===== config.mk =====
export PLATFORM = sky130hd
export DESIGN_NAME = md5_pad
export DESIGN_NICKNAME = d
export VERILOG_FILES = /design/src/rtl/md5_pkg.sv /design/src/rtl/md5_pad_buf.sv /design/src/rtl/md5_pad.sv
export SDC_FILE = /design/constraint.sdc
export NUM_CORES = 1
export LEC_CHECK = 0
export BUFFER_PORTS_ARGS = -buffer_cell sky130_fd_sc_hd__clkbuf_2
export CORE_ASPECT_RATIO = 1.4
export CORE_MARGIN = 4
export CORE_UTILIZATION = 53
export DETAILED_ROUTE_END_ITERATION = 16
export PLACE_DENSITY = 0.79
export SYNTH_ARGS = -nofsm -noshare
export SYNTH_HDL_FRONTEND = slang
export SYNTH_SLANG_ARGS = --single-unit

===== constraint.sdc =====
create_clock -name clk -period 3.9 [get_ports clk]
set_input_delay 0.585 -clock clk [delete_from_list [all_inputs] [get_ports clk]]
set_output_delay 0.585 -clock clk [all_outputs]
set_load 0.005 [all_outputs]

===== src/rtl/md5_pkg.sv =====
// rtl/md5_pkg.sv - shared state encoding, block constants and length helper for md5_pad
package md5_pkg;

    typedef enum logic [1:0] {
        FILL   = 2'd0,
        FIN    = 2'd1,
        EMIT   = 2'd2,
        LENBLK = 2'd3
    } state_t;

    localparam int          MD5_BLK_BYTES = 64;
    localparam int          MD5_LEN_OFS   = 56;
    localparam logic [7:0]  MD5_PAD_BYTE  = 8'h80;

    // Byte count to bit count; the buffer places it little-endian at MD5_LEN_OFS.
    function automatic logic [63:0] len_bytes(input logic [63:0] count);
        return count << 3;
    endfunction

endpackage


===== src/rtl/md5_pad_buf.sv =====
// rtl/md5_pad_buf.sv - 64x8 block buffer with byte write, 8-byte length write and clear
module md5_pad_buf
    import md5_pkg::*;
(
    input  logic                         clk,
    input  logic                         rst,
    input  logic                         clr,
    input  logic                         wr_en,
    input  logic [5:0]                   wr_idx,
    input  logic [7:0]                   wr_data,
    input  logic                         len_en,
    input  logic [63:0]                  len_data,
    output logic [MD5_BLK_BYTES*8-1:0]   data
);

    // Clearing wins: padding zeros rely on the buffer being wiped after every block.
    always_ff @(posedge clk) begin
        if (rst || clr) begin
            data <= '0;
        end else begin
            if (wr_en) begin
                data[{wr_idx, 3'b000} +: 8] <= wr_data;
            end
            if (len_en) begin
                data[MD5_LEN_OFS*8 +: 64] <= len_data;
            end
        end
    end

endmodule


===== src/rtl/md5_pad.sv =====
// rtl/md5_pad.sv - MD5 byte-stream padder emitting 512-bit blocks; MD5_PAD_MAXLEN_CHK_EN enables the length limit
module md5_pad
    import md5_pkg::*;
#(
    parameter int CNT_W     = 32,
    parameter int MAX_BYTES = 2**20
) (
    input  logic         clk,
    input  logic         rst,
    input  logic         in_valid,
    output logic         in_ready,
    input  logic [7:0]   in_data,
    input  logic         in_bytevld,
    input  logic         in_last,
    output logic         blk_valid,
    input  logic         blk_ready,
    output logic [511:0] blk_data,
    output logic         blk_last,
    output logic         err
);

    localparam logic [CNT_W-1:0] MAX_CNT  = CNT_W'(MAX_BYTES);
    localparam logic [5:0]       IDX_LAST = 6'(MD5_BLK_BYTES - 1);
    localparam logic [5:0]       IDX_LEN  = 6'(MD5_LEN_OFS);

    state_t             state, state_nx;
    logic [5:0]         idx;
    logic [CNT_W-1:0]   cnt;
    logic               last_r;
    logic               pend_fin;
    logic               pend_len;
    logic               acc;
    logic               take;
    logic               drop;
    logic               buf_wr;
    logic               buf_len;
    logic               buf_clr;
    logic [7:0]         buf_wdata;

    assign acc = in_valid & in_ready;

    always_ff @(posedge clk) begin
        if (rst) begin
            state <= FILL;
        end else begin
            state <= state_nx;
        end
    end

    always_comb begin
        state_nx  = state;
        in_ready  = 1'b0;
        blk_valid = 1'b0;
        take      = 1'b0;
        buf_wr    = 1'b0;
        buf_len   = 1'b0;
        buf_clr   = 1'b0;
        buf_wdata = in_data;
        case (state)
            FILL: begin
                in_ready = 1'b1;
                take     = acc & in_bytevld & ~drop;
                buf_wr   = take;
                // A last byte that fills the block still emits the full block first.
                if (take && idx == IDX_LAST) begin
                    state_nx = EMIT;
                end else if (acc && in_last) begin
                    state_nx = FIN;
                end
            end
            FIN: begin
                buf_wr    = 1'b1;
                buf_wdata = MD5_PAD_BYTE;
                buf_len   = (idx < IDX_LEN);
                state_nx  = EMIT;
            end
            EMIT: begin
                blk_valid = 1'b1;
                buf_clr   = blk_ready;
                if (blk_ready) begin
                    if (pend_fin) begin
                        state_nx = FIN;
                    end else if (pend_len) begin
                        state_nx = LENBLK;
                    end else begin
                        state_nx = FILL;
                    end
                end
            end
            LENBLK: begin
                buf_len  = 1'b1;
                state_nx = EMIT;
            end
            default: state_nx = FILL;
        endcase
    end

    always_ff @(posedge clk) begin
        if (rst) begin
            idx      <= '0;
            cnt      <= '0;
            last_r   <= 1'b0;
            pend_fin <= 1'b0;
            pend_len <= 1'b0;
        end else begin
            case (state)
                FILL: begin
                    if (take) begin
                        idx <= idx + 6'd1;
                        if (cnt != '1) begin
                            cnt <= cnt + 1'b1;
                        end
                        if (idx == IDX_LAST && in_last) begin
                            pend_fin <= 1'b1;
                        end
                    end
                end
                FIN: begin
                    pend_fin <= 1'b0;
                    if (idx < IDX_LEN) begin
                        last_r <= 1'b1;
                    end else begin
                        last_r   <= 1'b0;
                        pend_len <= 1'b1;
                    end
                end
                EMIT: begin
                    if (blk_ready) begin
                        idx    <= '0;
                        last_r <= 1'b0;
                        if (last_r) begin
                            cnt <= '0;
                        end
                        if (!pend_fin) begin
                            pend_len <= 1'b0;
                        end
                    end
                end
                LENBLK: last_r <= 1'b1;
                default: ;
            endcase
        end
    end

`ifdef MD5_PAD_MAXLEN_CHK_EN
    logic err_r;

    assign drop = (cnt == MAX_CNT);
    assign err  = err_r;

    always_ff @(posedge clk) begin
        if (rst) begin
            err_r <= 1'b0;
        end else if (acc && in_bytevld && drop) begin
            err_r <= 1'b1;
        end
    end
`else
    logic unused_cfg;

    assign drop       = 1'b0;
    assign err        = 1'b0;
    assign unused_cfg = ^MAX_CNT;
`endif

    md5_pad_buf u_buf (
        .clk      (clk),
        .rst      (rst),
        .clr      (buf_clr),
        .wr_en    (buf_wr),
        .wr_idx   (idx),
        .wr_data  (buf_wdata),
        .len_en   (buf_len),
        .len_data (len_bytes(64'(cnt))),
        .data     (blk_data)
    );

    assign blk_last = last_r;

endmodule


### After elaboration in Yosys (flattened, before gate mapping)

Index checks and enable logic that the tools add are counted.

| operators by class | value |
|---|---|
| $add $sub $neg | 3 |
| $lt $le $gt $ge | 1 |
| eq/ne operators | 13 |
| shifts and indexed selects | 2 |
| multiplexer cells | 34 |
| bitwise logic cells | 2 |
| reductions and logical operators | 18 |

Operators by type and width:

| operator | number |
|---|---|
| $bwmux W512 | 1 |
| $shift A8 B11 Y512 const A | 1 |
| $shiftx A8 B11 Y512 | 1 |
| $mux W483 | 1 |
| $mux W32 | 4 |
| $pmux W32 S2 | 1 |
| $mux W35 | 1 |
| $add A32 B1 Y32 const B | 1 |
| $ne A32 B32 Y1 const B | 1 |
| $ne A2 B2 Y1 const B | 7 |
| $mux W6 | 2 |
| $pmux W6 S2 | 1 |
| $mux W1 | 11 |
| $neg A9 Y11 | 1 |
| $mux W2 | 5 |
| $mux W8 | 1 |
| $pmux W1 S2 | 4 |
| $reduce_bool A2 Y1 | 4 |
| $add A6 B1 Y6 const B | 1 |
| $eq A6 B6 Y1 const B | 1 |
| $lt A6 B6 Y1 const B | 1 |
| $pmux W2 S3 | 1 |
| $reduce_and A3 Y1 | 2 |
| $reduce_and A5 Y1 | 1 |
| 12 further kinds | 18 |

| word-level totals | value |
|---|---|
| register bits after elaboration | 555 |
| output and inout port bits | 516 |

### Logic depth before layout (Yosys ltp)

Gate-level depths: netlist (run 1).

| depth | value |
|---|---|
| depth after elaboration | 7 |
| mapped depth | 12 |
| gate-level depth less buffers | 8 |

### Modules after synthesis

Synthesis (run 1) repeated with hierarchy kept, for this count alone.

| second synthesis, totals | value |
|---|---|
| cells, all modules | 2303 |
| area total of the unflattened synthesis | 21866.0 sq um |

By module, submodules not included:

| module | times used | cells each | area an instance (sq um) | seq. area each (sq um) |
|---|---|---|---|---|
| md5_pad_buf | 1 | 1997 | 19422.4 | 10249.8 |
| md5_pad | 1 | 306 | 2443.6 | 860.8 |

### Worst setup path after synthesis (run 1)

OpenSTA, ideal clock, no wires.

| path | value |
|---|---|
| kind | register -> register |
| from | reg idx[0] |
| to | reg u_buf.data[511] |
| arrival | 2818 ps |
| required time | 3772 ps |
| path slack | 954 ps |
| stages on the path, launching flop included | 11 |
| buffers on the path | 2 |
| path through | dfxtp_1 > buf_1 > inv_1 > ha_1 > buf_4 > xnor2_1 > nor2_1 > nand2_1 > nor3_2 > mux2i_1 > nor2_1 |

| between the ends | value |
|---|---|
| word-level cells in the longest chain between the ends | 3 |
| elaborated cells between the ends (all ways) | 7 |
| those cells by class | 1 x add/sub; 1 x order compare; 2 x shift; 2 x mux; 1 x reduce/logical |

RTL lines:

| what | line | source |
|---|---|---|
| from (decl) | md5_pad.sv:27 | `logic [5:0] idx;` |
| from (signal assigned) | md5_pad.sv:109 | `idx <= idx + 6'd1;` |
| $neg A9 Y11 / $lt A6 B6 Y1 (equally long branches) | md5_pad_buf.sv:22, md5_pad.sv:74 |  |
| $shiftx A8 B11 Y512 (tied with other cells) | md5_pad_buf.sv:22 | `data[{wr_idx, 3'b000} +: 8] <= wr_data;` |
| $bwmux W512 / $reduce_or A2 Y1 (equally long branches) | n/a |  |
| to (signal, indexed assignment) | md5_pad_buf.sv:22 |  |
| to (signal, indexed assignment) | md5_pad_buf.sv:25 | `data[MD5_LEN_OFS*8 +: 64] <= len_data;` |
| to (decl) | md5_pad_buf.sv:13 | `output logic [MD5_BLK_BYTES*8-1:0] data` |

Several ways; a longest one is shown, not always the timed one.
A chain may end at the register's enable or synchronous reset.

### Worst setup path in the final report (run 1)

| path | value |
|---|---|
| from | reg idx[2] |
| to | reg u_buf.data[190] |

| between the ends | value |
|---|---|
| word-level cells in the longest chain between the ends | 3 |
| elaborated cells between the ends (all ways) | 4 |
| those cells by class | 1 x add/sub; 2 x shift; 1 x mux |

RTL lines:

| what | line |
|---|---|
| $neg A9 Y11 * | md5_pad_buf.sv:22 |
| $shiftx A8 B11 Y512 / $shift A8 B11 Y512 (equally long branches) | md5_pad_buf.sv:22 |
| $bwmux W512 * | md5_pad_buf.sv:22 |

Mark *: on every way between the ends. The rest lies on a longest branch, timed or not.

==> impl_metrics.toml, run 1 <==
[pwr]
powerDensity_nw_per_um2 = 431
p_clk_share_pct = 44.6
share_comb_of_total_power_pct = 5.3
p_int_mw = 8.70
p_sw_mw = 2.69
switching_share_pct = 23.6
leakagePower_nw = 10.6
seqPwrFrac_pct = 50.2
max-vdd-ir-drop_uv = 409

[run]
cap_viol_max_count = 0

[timing]
finalSetupViolations = 0
rsz0062_at_grt = "false"
fin_skew_ns = 0.0107
final.min_clock_period_ns = 3.52
slew_headroom_pct = 20.7
setup_tns_ns = 0
tightest_slew_ns = 1.19
hold_violations = 0
max_freq_mhz = 284
hold_slack_ns = 0.348
fin_crit_sh_pct = 90.3
maxSlewViolCount = 0

[worst_setup_path]
cp.arrival_ns = 4.01
critPathCaptureType = "flip-flop"
r2r_cells = 6
required_ns = 4.39
worstPathMaxFanout = 18
critPathLaunchType = "flip-flop"
r2r_setup_slack_ns = 0.38
crit_type = "flip-flop to flip-flop"

[route]
drt_iter0_drc = 1261
wire_per_inst_um = 21.8
drt-pass1-iter-count = 6
routed_wl_um = 73700
vias = 19136
antenna_left = 0
drc = 0
avgViaCountPerCell = 5.66

[layout]
n_antenna_cell = 0
mostFrequentLayoutCell = "dfxtp_1"
area_growth_pct = 22.5
drive_above_1_share_pct = 26.4
nets = 2827
final_cell_mix = "dfxtp_1, clkbuf_2, nor2_1, mux2i_1, nand2_1"

[floorplan]
die_x_um = 179
die_height_um = 247
rows = 87
die_area_um2 = 44100
initial_core_util_pct = 53.6
core-area_um2 = 40300
ios = 530

[yosys]
synth_area_um2 = 21600
yosysWarnings = 0
synth_compound_gate_area_share_pct = 8.36
async_flop_share_pct = 0
synth-xor-area-share_pct = 1.01
yosysSeqAreaShare_pct = 51.5
post_synth_and_or_nand_nor_area_fraction_pct = 20.0
synth_area_leaders = "dfxtp_1, mux2i_1, nor2_1"
synth_top_family_by_area = "simple AND/OR/NAND/NOR gates"
ys_ff_latch = 555
synth_edf_count = 0
synth_top_area_share_pct = 51.5
synth.area.mux_share_pct = 15.8
postSynthCellCount = 2338
syn_area_per_cell_um2 = 9.23
synth_cell_types = 61
yosysTopAreaCell = "dfxtp_1"
synthAdderAreaFrac_pct = 0.174
synthFlopType = "dfxtp_1"
syn_nets = 2355

[clock_tree]
cts_max_level = 2
clock_latency_ns = 0.57
cts.path.max_buffers = 3
post_cts_buffers = 0
cts_root_buffer = "clkbuf_16"
hold_buffers = 0
cts_made_buffers = 51
clock_sinks = 555
cts_tree = "built"
cts_resized = 0
clkTransAtPathRegs_ns = 0.07

[global_routing]
grt_max_degree = 248
grt_usage_pct = 32.0
grt_pass1_vias = 19047
grt_pass1_wl_um = 110000
antenna_found_initial = 1
gr-total-overflow = 0

[place]
place_congestion = 0.913
dp_hpwl_um = 53300
io_buffers = 528

[status]
outcome = "completed"

[worst_hold_path]
worstHoldPathCells = 3
holdCritPathClass = "input pin to flip-flop"
[final cells by class]
cell class / instances / area (µm²)
tap: 534 / 668
multi-input combinational: 1617 / 9870
timing repair buffer: 578 / 3060
inverter: 7 / 26.3
clock inverter: 16 / 184
clock buffer: 76 / 1510
sequential: 555 / 11100
fill: 3260 / 13900
[flip-flops by register name, indices dropped and copies added, names as in the netlist]
register / flops
idx: 6
pend_fin: 1
state: 2
blk_last: 1
cnt: 32
u_buf.data: 512
pend_len: 1
[power groups by stage]
stage | Sequential (mW) | Combinational (mW) | Clock [mW]
final | 5.71 | 0.599 | 5.08
after global routing | 5.71 | 0.634 | 5.32
after CTS | 5.71 | 0.592 | 5.13
after detailed placement | 5.84 | 0.590 | 0
after global placement | 5.84 | 0.587 | 0
after floorplan | 5.83 | 0.371 | 0
[cell families (layout without fill, tap and decap cells)]
| group | after synthesis | count (layout) |
|---|---|---|
| AND/OR/NAND/NOR | 961 | 961 |
| flip-flops | 555 | 555 |
| multiplexers | 341 | 341 |
| AO/OA/AOI/OAI | 286 | 286 |
| buffers and inverters | 166 | 677 |
| XOR/XNOR | 25 | 25 |
| adder cells (fa/ha/maj) | 3 | 3 |
| other | 1 | 1 |
[per-stage QoR]
step	cells	area, µm²	worst slack, ns	power (mW)	util (%)
2_1_floorplan	2338	21600	0.954	6.20	-
3_3_place_gp	3291	24700	0.290	6.43	61.4
3_5_place_dp	3291	24700	0.409	6.43	61.4
4_1_cts	3383	26400	0.364	11.4	65.6
5_1_grt	3383	26400	0.159	11.7	65.6
6_report	3383	26400	0.379	11.4	65.6
[critical path, cell delays in order (launching register included)]
cell	delay, ns
dfxtp_1	0.50
nor3_1	0.68
a21boi_2	0.36
nor2_8	0.56
o211ai_1	0.42
nor2_2	0.62
mux2i_1	0.28
[synthesized netlist by cell type (18+ instances only)]
master and number:
mux2i_1 341, a31o_2 21, nand3_1 68, nor3_1 51, o21ai_0 114, nor2_1 377
a211oi_1 44, a21oi_1 61, xnor2_1 20, nand2_1 330, buf_2 18, nor2_2 23
clkbuf_1 127, dfxtp_1 555
[final timing paths]
path                                      start              end
worst max-delay path                     idx[2]  u_buf.data[190]
worst min-delay path                    in_last         pend_fin
worst max register to register           idx[2]  u_buf.data[190]
worst min register to register  u_buf.data[200]  u_buf.data[200]
[layer usage]
metal  track usage [%]  up-vias  routed length (µm)
met4              19.1        2                5070
met1              35.4     9060               26700
li1                  -     8900                   -
met3              7.37      251                5900
met5                 0        -                  13
met2              55.5      923               36100
(Power assumes the default switching activity.)
==> run 2: changes to the inputs <==
--- a/config.mk
+++ b/config.mk
@@ -10,7 +10,7 @@
 export CORE_MARGIN = 4
 export CORE_UTILIZATION = 53
 export DETAILED_ROUTE_END_ITERATION = 16
-export PLACE_DENSITY = 0.79
+export PLACE_DENSITY_LB_ADDON = 0.1
 export SYNTH_ARGS = -nofsm -noshare
 export SYNTH_HDL_FRONTEND = slang
 export SYNTH_SLANG_ARGS = --single-unit
==> run 2 against run 1 <==
Final area grew 0.12%. Register-to-register slack gained 0.13 ns. Sequential share of layout area is 0.052 points lower. Wire length decreased by 1.0%. Hold slack improved by 0.040 ns. Maximum frequency is 4.0% higher. Clock power is 2% higher. First-iteration DRC count shrank 4.0%. Via count shrank 1.9%. Final cell count is the same. Sequential power is essentially flat.
==> impl_metrics.toml, run 2 (synthesis results as in run 1) <==
[status]
outcome = "completed"

[worst_setup_path]
path_cells = "buf_4 -> nor3_1 -> a21boi_2 -> nor2_8 -> o211ai_1 -> nor2_2 -> mux2i_1"
r2r_cells = 7
critPathLaunch = "idx[0]"
r2r_end = "u_buf.data[191]"
cp.arrival_ns = 3.88
worstPathMaxFanout = 32
required_ns = 4.39
r2r_setup_slack_ns = 0.51
critPathLaunchType = "flip-flop"
crit_type = "flip-flop to flip-flop"
critPathCaptureType = "flip-flop"
r2r-start = "idx[0]"
slowest_delay_ns = 0.65
critPathCapture = "u_buf.data[191]"
critPathSlowestCell = "nor3_1"

[worst_hold_path]
hold_start = "in_valid"
holdCritPathClass = "input pin to flip-flop"
worstHoldPathCells = 3

[clock_tree]
clock_latency_ns = 0.57
post_cts_buffers = 0
cts.path.max_buffers = 3
cts_resized = 0
clkTransAtPathRegs_ns = 0.06
cts_root_buffer = "clkbuf_16"
cts_tree = "built"
cts_max_level = 2
hold_buffers = 0
clock_sinks = 555
cts_made_buffers = 50

[route]
antenna_left = 0
vias = 18763
drt-pass1-iter-count = 5
avgViaCountPerCell = 5.55
drc = 0
drt_iter0_drc = 1210
routed_wl_um = 73000
wire_per_inst_um = 21.6

[pwr]
powerDensity_nw_per_um2 = 433
leakagePower_nw = 10.6
max-vdd-ir-drop_uv = 356

[timing]
fin_skew_ns = 0.00741
rsz0062_at_grt = "false"
hold_violations = 0
maxSlewViolCount = 0
tightest_slew_ns = 1.20
finalSetupViolations = 0
final.min_clock_period_ns = 3.39
max_freq_mhz = 295
fin_crit_sh_pct = 86.8
setup_tns_ns = 0
slew_headroom_pct = 19.8

[global_routing]
grt_usage_pct = 31.7
gr-total-overflow = 0
grt_pass1_wl_um = 109000
grt_max_degree = 245
antenna_found_initial = 2
grt_pass1_vias = 18393

[place]
dp_hpwl_um = 53200
place_congestion = 0.949
io_buffers = 528

[floorplan]
die_height_um = 247
rows = 87
core-area_um2 = 40300
die_area_um2 = 44100
die_x_um = 179
ios = 530
initial_core_util_pct = 53.6

[layout]
drive_above_1_share_pct = 26.4
regMostFlops = "u_buf.data"
finalCoreUtilization_pct = 65.7
nFillCells = 3456
mostFrequentLayoutCell = "dfxtp_1"
area_growth_pct = 22.6
top_regs = "u_buf.data (512), cnt (32), idx (6)"
final_cell_mix = "dfxtp_1, clkbuf_2, nor2_1, mux2i_1, nand2_1"
nets = 2827
largest_register_ffs = 512

[run]
cap_viol_max_count = 0
==> run 2: changes by cell type in the layout (fill, tap and decap cells not counted), sizes merged <==
| cell | change |
|---|---|
| diode | +1 |
| clkinv | -4 |
| clkinvlp | +1 |
| inv | -2 |
| bufinv | +3 |
| buf | +1 |
==> run 2: worst min-delay path by stage <==
| stage | endpoint | slack [ns] |
|---|---|---|
| 6_report | state[0] | 0.39 |
| 4_1_cts | state[0] | 0.35 |
| 5_1_grt | state[0] | 0.39 |
| 3_3_place_gp | u_buf.data[58] | 0.44 |
| 3_5_place_dp | u_buf.data[159] | 0.45 |
| 2_1_floorplan | u_buf.data[32] | 0.45 |
==> run 2: metrics by stage <==
step / instance area, µm² / worst slack (ns) / power [mW] / hold WS, ns / cells
5_1_grt: 26500 / 0.304 / 11.8 / 0.390 / 3382
6_report: 26500 / 0.514 / 11.5 / 0.387 / 3383
3_5_place_dp: 24700 / 0.567 / 6.42 / 0.449 / 3292
4_1_cts: 26500 / 0.542 / 11.5 / 0.349 / 3382
2_1_floorplan: 21600 / 0.954 / 6.20 / 0.448 / 2338
3_3_place_gp: 24700 / 0.637 / 6.41 / 0.442 / 3292
==> run 2: area by class of cell <==
type / count / area, µm² / area share [%]
diodes: 1 / 2.50 / 0.00946
well taps: 534 / 668 / 2.53
flip-flops and latches: 555 / 11100 / 42.0
clock inverters: 14 / 229 / 0.865
clock buffers: 76 / 1490 / 5.63
repair buffers: 579 / 3050 / 11.5
inverters: 7 / 26.3 / 0.0993
multi-input cells: 1617 / 9880 / 37.3
==> run 2: routing by layer <==
metal | GRT usage (%) | up-vias | share of wire [%]
li1 | - | 8888 | -
met1 | 36.1 | 8881 | 37
met2 | 54.4 | 778 | 49
met3 | 7.91 | 212 | 8.0
met4 | 16.9 | 4 | 6.4
met5 | 0 | - | 0.029
==> run 2: report_power, final <==
group / leakage, nW / internal (mW) / switching [mW]
Clock: 0.839 / 3.03 / 2.14
Combinational: 5.28 / 0.123 / 0.465
Sequential: 4.47 / 5.69 / 0.0198
==> run 2: worst max-delay path: cells and delay by family (launching register included) <==
kind	cells	cell delay, ns
DFF	1	0.31
buffers and inverters	1	0.23
AOI/OAI and AO/OA	2	0.75
muxes	1	0.27
and+or+nand+nor	3	1.74
==> run 3: changes to the inputs <==
--- a/config.mk
+++ b/config.mk
@@ -5,10 +5,11 @@
 export SDC_FILE = /design/constraint.sdc
 export NUM_CORES = 1
 export LEC_CHECK = 0
+export ABC_AREA = 1
 export BUFFER_PORTS_ARGS = -buffer_cell sky130_fd_sc_hd__clkbuf_2
 export CORE_ASPECT_RATIO = 1.4
 export CORE_MARGIN = 4
-export CORE_UTILIZATION = 53
+export CORE_UTILIZATION = 54
 export DETAILED_ROUTE_END_ITERATION = 16
 export PLACE_DENSITY_LB_ADDON = 0.1
 export SYNTH_ARGS = -nofsm -noshare
==> run 3 against run 2 <==
Sequential share of layout area shrank 0.20 points. Hold slack worse by 0.035 ns. Synthesized cell count rose by 20%. Maximum frequency up 4.8%. Synthesized area grew 2.2%. Global-route usage up 2.5 points. Total power grew 22%. Largest power group unchanged. Highest routed layer is now met4.
==> impl_metrics.toml, run 3 <==
[route]
routed_wl_um = 79200
drt-pass1-iter-count = 7
wire_per_inst_um = 20.7
antenna_left = 0
avgViaCountPerCell = 5.59
vias = 21433
drt_iter0_drc = 1931
drc = 0

[pwr]
p_clk_share_pct = 38.4
p_sw_mw = 4.42
switching_share_pct = 31.6
p_int_mw = 9.55
share_comb_of_total_power_pct = 18.9
leakagePower_nw = 11.6
powerDensity_nw_per_um2 = 526
seqPwrFrac_pct = 42.7
max-vdd-ir-drop_uv = 379

[clock_tree]
cts_tree = "built"
cts_resized = 0
post_cts_buffers = 0
clkTransAtPathRegs_ns = 0.07
cts_root_buffer = "clkbuf_16"
clock_latency_ns = 0.59
cts.path.max_buffers = 3
clock_sinks = 555
cts_max_level = 2
cts_made_buffers = 50
hold_buffers = 0

[worst_setup_path]
crit_type = "flip-flop to flip-flop"
required_ns = 4.35
r2r_setup_slack_ns = 0.67
r2r_cells = 12
critPathLaunch = "idx[0]"
r2r_end = "u_buf.data[211]"
r2r-start = "idx[0]"
critPathLaunchType = "flip-flop"
worstPathMaxFanout = 17
critPathCapture = "u_buf.data[211]"
critPathCaptureType = "flip-flop"
cp.arrival_ns = 3.69

[place]
dp_cells = 3742
io_buffers = 528
dp_hpwl_um = 58200
pre_cts_ws_ns = 0.787
place_congestion = 0.940

[yosys]
synth_area_leaders = "dfxtp_1, nor2_1, o21ai_0"
yosysTopAreaCell = "dfxtp_1"
ys_top_cells_by_count = "nor2_1, dfxtp_1, o21ai_0"
synth_edf_count = 0
async_flop_share_pct = 0
ys_ff_latch = 555
synth_area_um2 = 22100
postSynthCellCount = 2817
synthFlopType = "dfxtp_1"
yosys.cell_count.top_type = "nor2_1"
synth_top_area_share_pct = 50.4
syn_area_per_cell_um2 = 7.83
yosysSeqAreaShare_pct = 50.4
synth_cell_types = 41
syn_nets = 2834
yosysWarnings = 0

[floorplan]
core-area_um2 = 40400
rows = 87
die_x_um = 179
die_area_um2 = 44200
ios = 530
initial_core_util_pct = 54.6
die_height_um = 247

[layout]
nets = 3277
top_regs = "u_buf.data (512), cnt (32), idx (6)"
drive_above_1_share_pct = 23.7
final_cell_count_no_fill = 3835
regMostFlops = "u_buf.data"
mostFrequentLayoutCell = "nor2_1"
n_antenna_cell = 0
area_growth_pct = 20.5
final_cell_mix = "nor2_1, dfxtp_1, clkbuf_2, o21ai_0, nand2_1"
largest_register_ffs = 512

[timing]
setup_tns_ns = 0
maxSlewViolCount = 0
setup_ws_ns = 0.670
slew_headroom_pct = 19.1
fin_skew_ns = 0.0250
rsz0062_at_grt = "false"
hold_violations = 0
tightest_slew_ns = 1.21
final.min_clock_period_ns = 3.23
finalSetupViolations = 0
fin_crit_sh_pct = 82.8
max_freq_mhz = 310

[worst_hold_path]
holdCritPathClass = "input pin to flip-flop"

[global_routing]
grt_pass1_vias = 20006
gr-total-overflow = 0
grt_max_degree = 120
antenna_found_initial = 0
grt_usage_pct = 34.2
grt_pass1_wl_um = 118000

[status]
outcome = "completed"

[run]
cap_viol_max_count = 0
run 3: cell types whose count changed in the layout (fill, tap and decap cells not counted), moves of 31 or more:
cell      before  now
mux2i_1      341    0
o21ai_0      114  355
nor2_1       377  598
a21oi_1       60  270
inv_1          7  138
a211oi_2       0   31
run 3: worst min path at each step:
stage,depth (start not counted),slack (ns),from,endpoint
after floorplan,2,0.44,u_buf.data[256],u_buf.data[256]
after global placement,2,0.43,u_buf.data[257],u_buf.data[257]
after detailed placement,2,0.44,u_buf.data[262],u_buf.data[262]
after CTS,3,0.32,in_last,pend_fin
after global routing,3,0.35,in_last,pend_fin
final,3,0.35,in_last,pend_fin
run 3: cell type report:
class                      count  area (µm²)
clock inverter                26         392
sequential                   555       11100
inverter                     158         603
tap                          534         668
fill                        3623       13800
multi-input combinational   1932        9470
clock buffer                  67        1400
timing repair buffer         563        2940
run 3: kinds of logic after synthesis:
family	Yosys count	synth area share [%]
adder cells (fa/ha/maj)	3	0.170
other	1	0.0170
XOR/XNOR	9	0.357
buffers and inverters	330	6.80
AO/OA/AOI/OAI	768	19.5
AND/OR/NAND/NOR	1151	22.8
flip-flops	555	50.4
run 3: layer usage:
| metal | vias to the layer above | routed length (µm) | GRT usage, % |
|---|---|---|---|
| met3 | 221 | 6560 | 7.00 |
| met1 | 10029 | 30300 | 41.6 |
| met2 | 1006 | 38200 | 57.4 |
| met4 | 0 | 4230 | 16.8 |
| met5 | - | 0 | 0 |
| li1 | 10177 | - | - |
run 3: metrics by stage:
step	power, mW	hold slack, ns	cell area [µm²]	utilization, %
finish	14.0	0.352	26600	65.8
global route	14.5	0.353	26600	65.8
CTS	14.0	0.317	26600	65.8
detailed placement	8.69	0.438	24800	61.4
global placement	8.64	0.431	24800	61.4
floorplan	7.74	0.440	22100	-
run 3: critical path: stages (launching register included):
cell and delay [ns]:
dfxtp_1 0.30, buf_4 0.17, inv_1 0.29, ha_1 0.30, inv_1 0.06, nand2_1 0.07
nand2_2 0.20, inv_2 0.16, nand3_1 0.31, nor2_2 0.64, nand2_1 0.37, nand2_1 0.16
a21oi_1 0.07
run 3: power groups by stage:
stage          Sequential [mW]  Combinational, mW  Clock (mW)
6_report                  5.97               2.64        5.36
5_1_grt                   5.98               2.88        5.62
4_1_cts                   5.96               2.61        5.39
3_5_place_dp              6.09               2.60           0
3_3_place_gp              6.09               2.55           0
2_1_floorplan             6.07               1.67           0
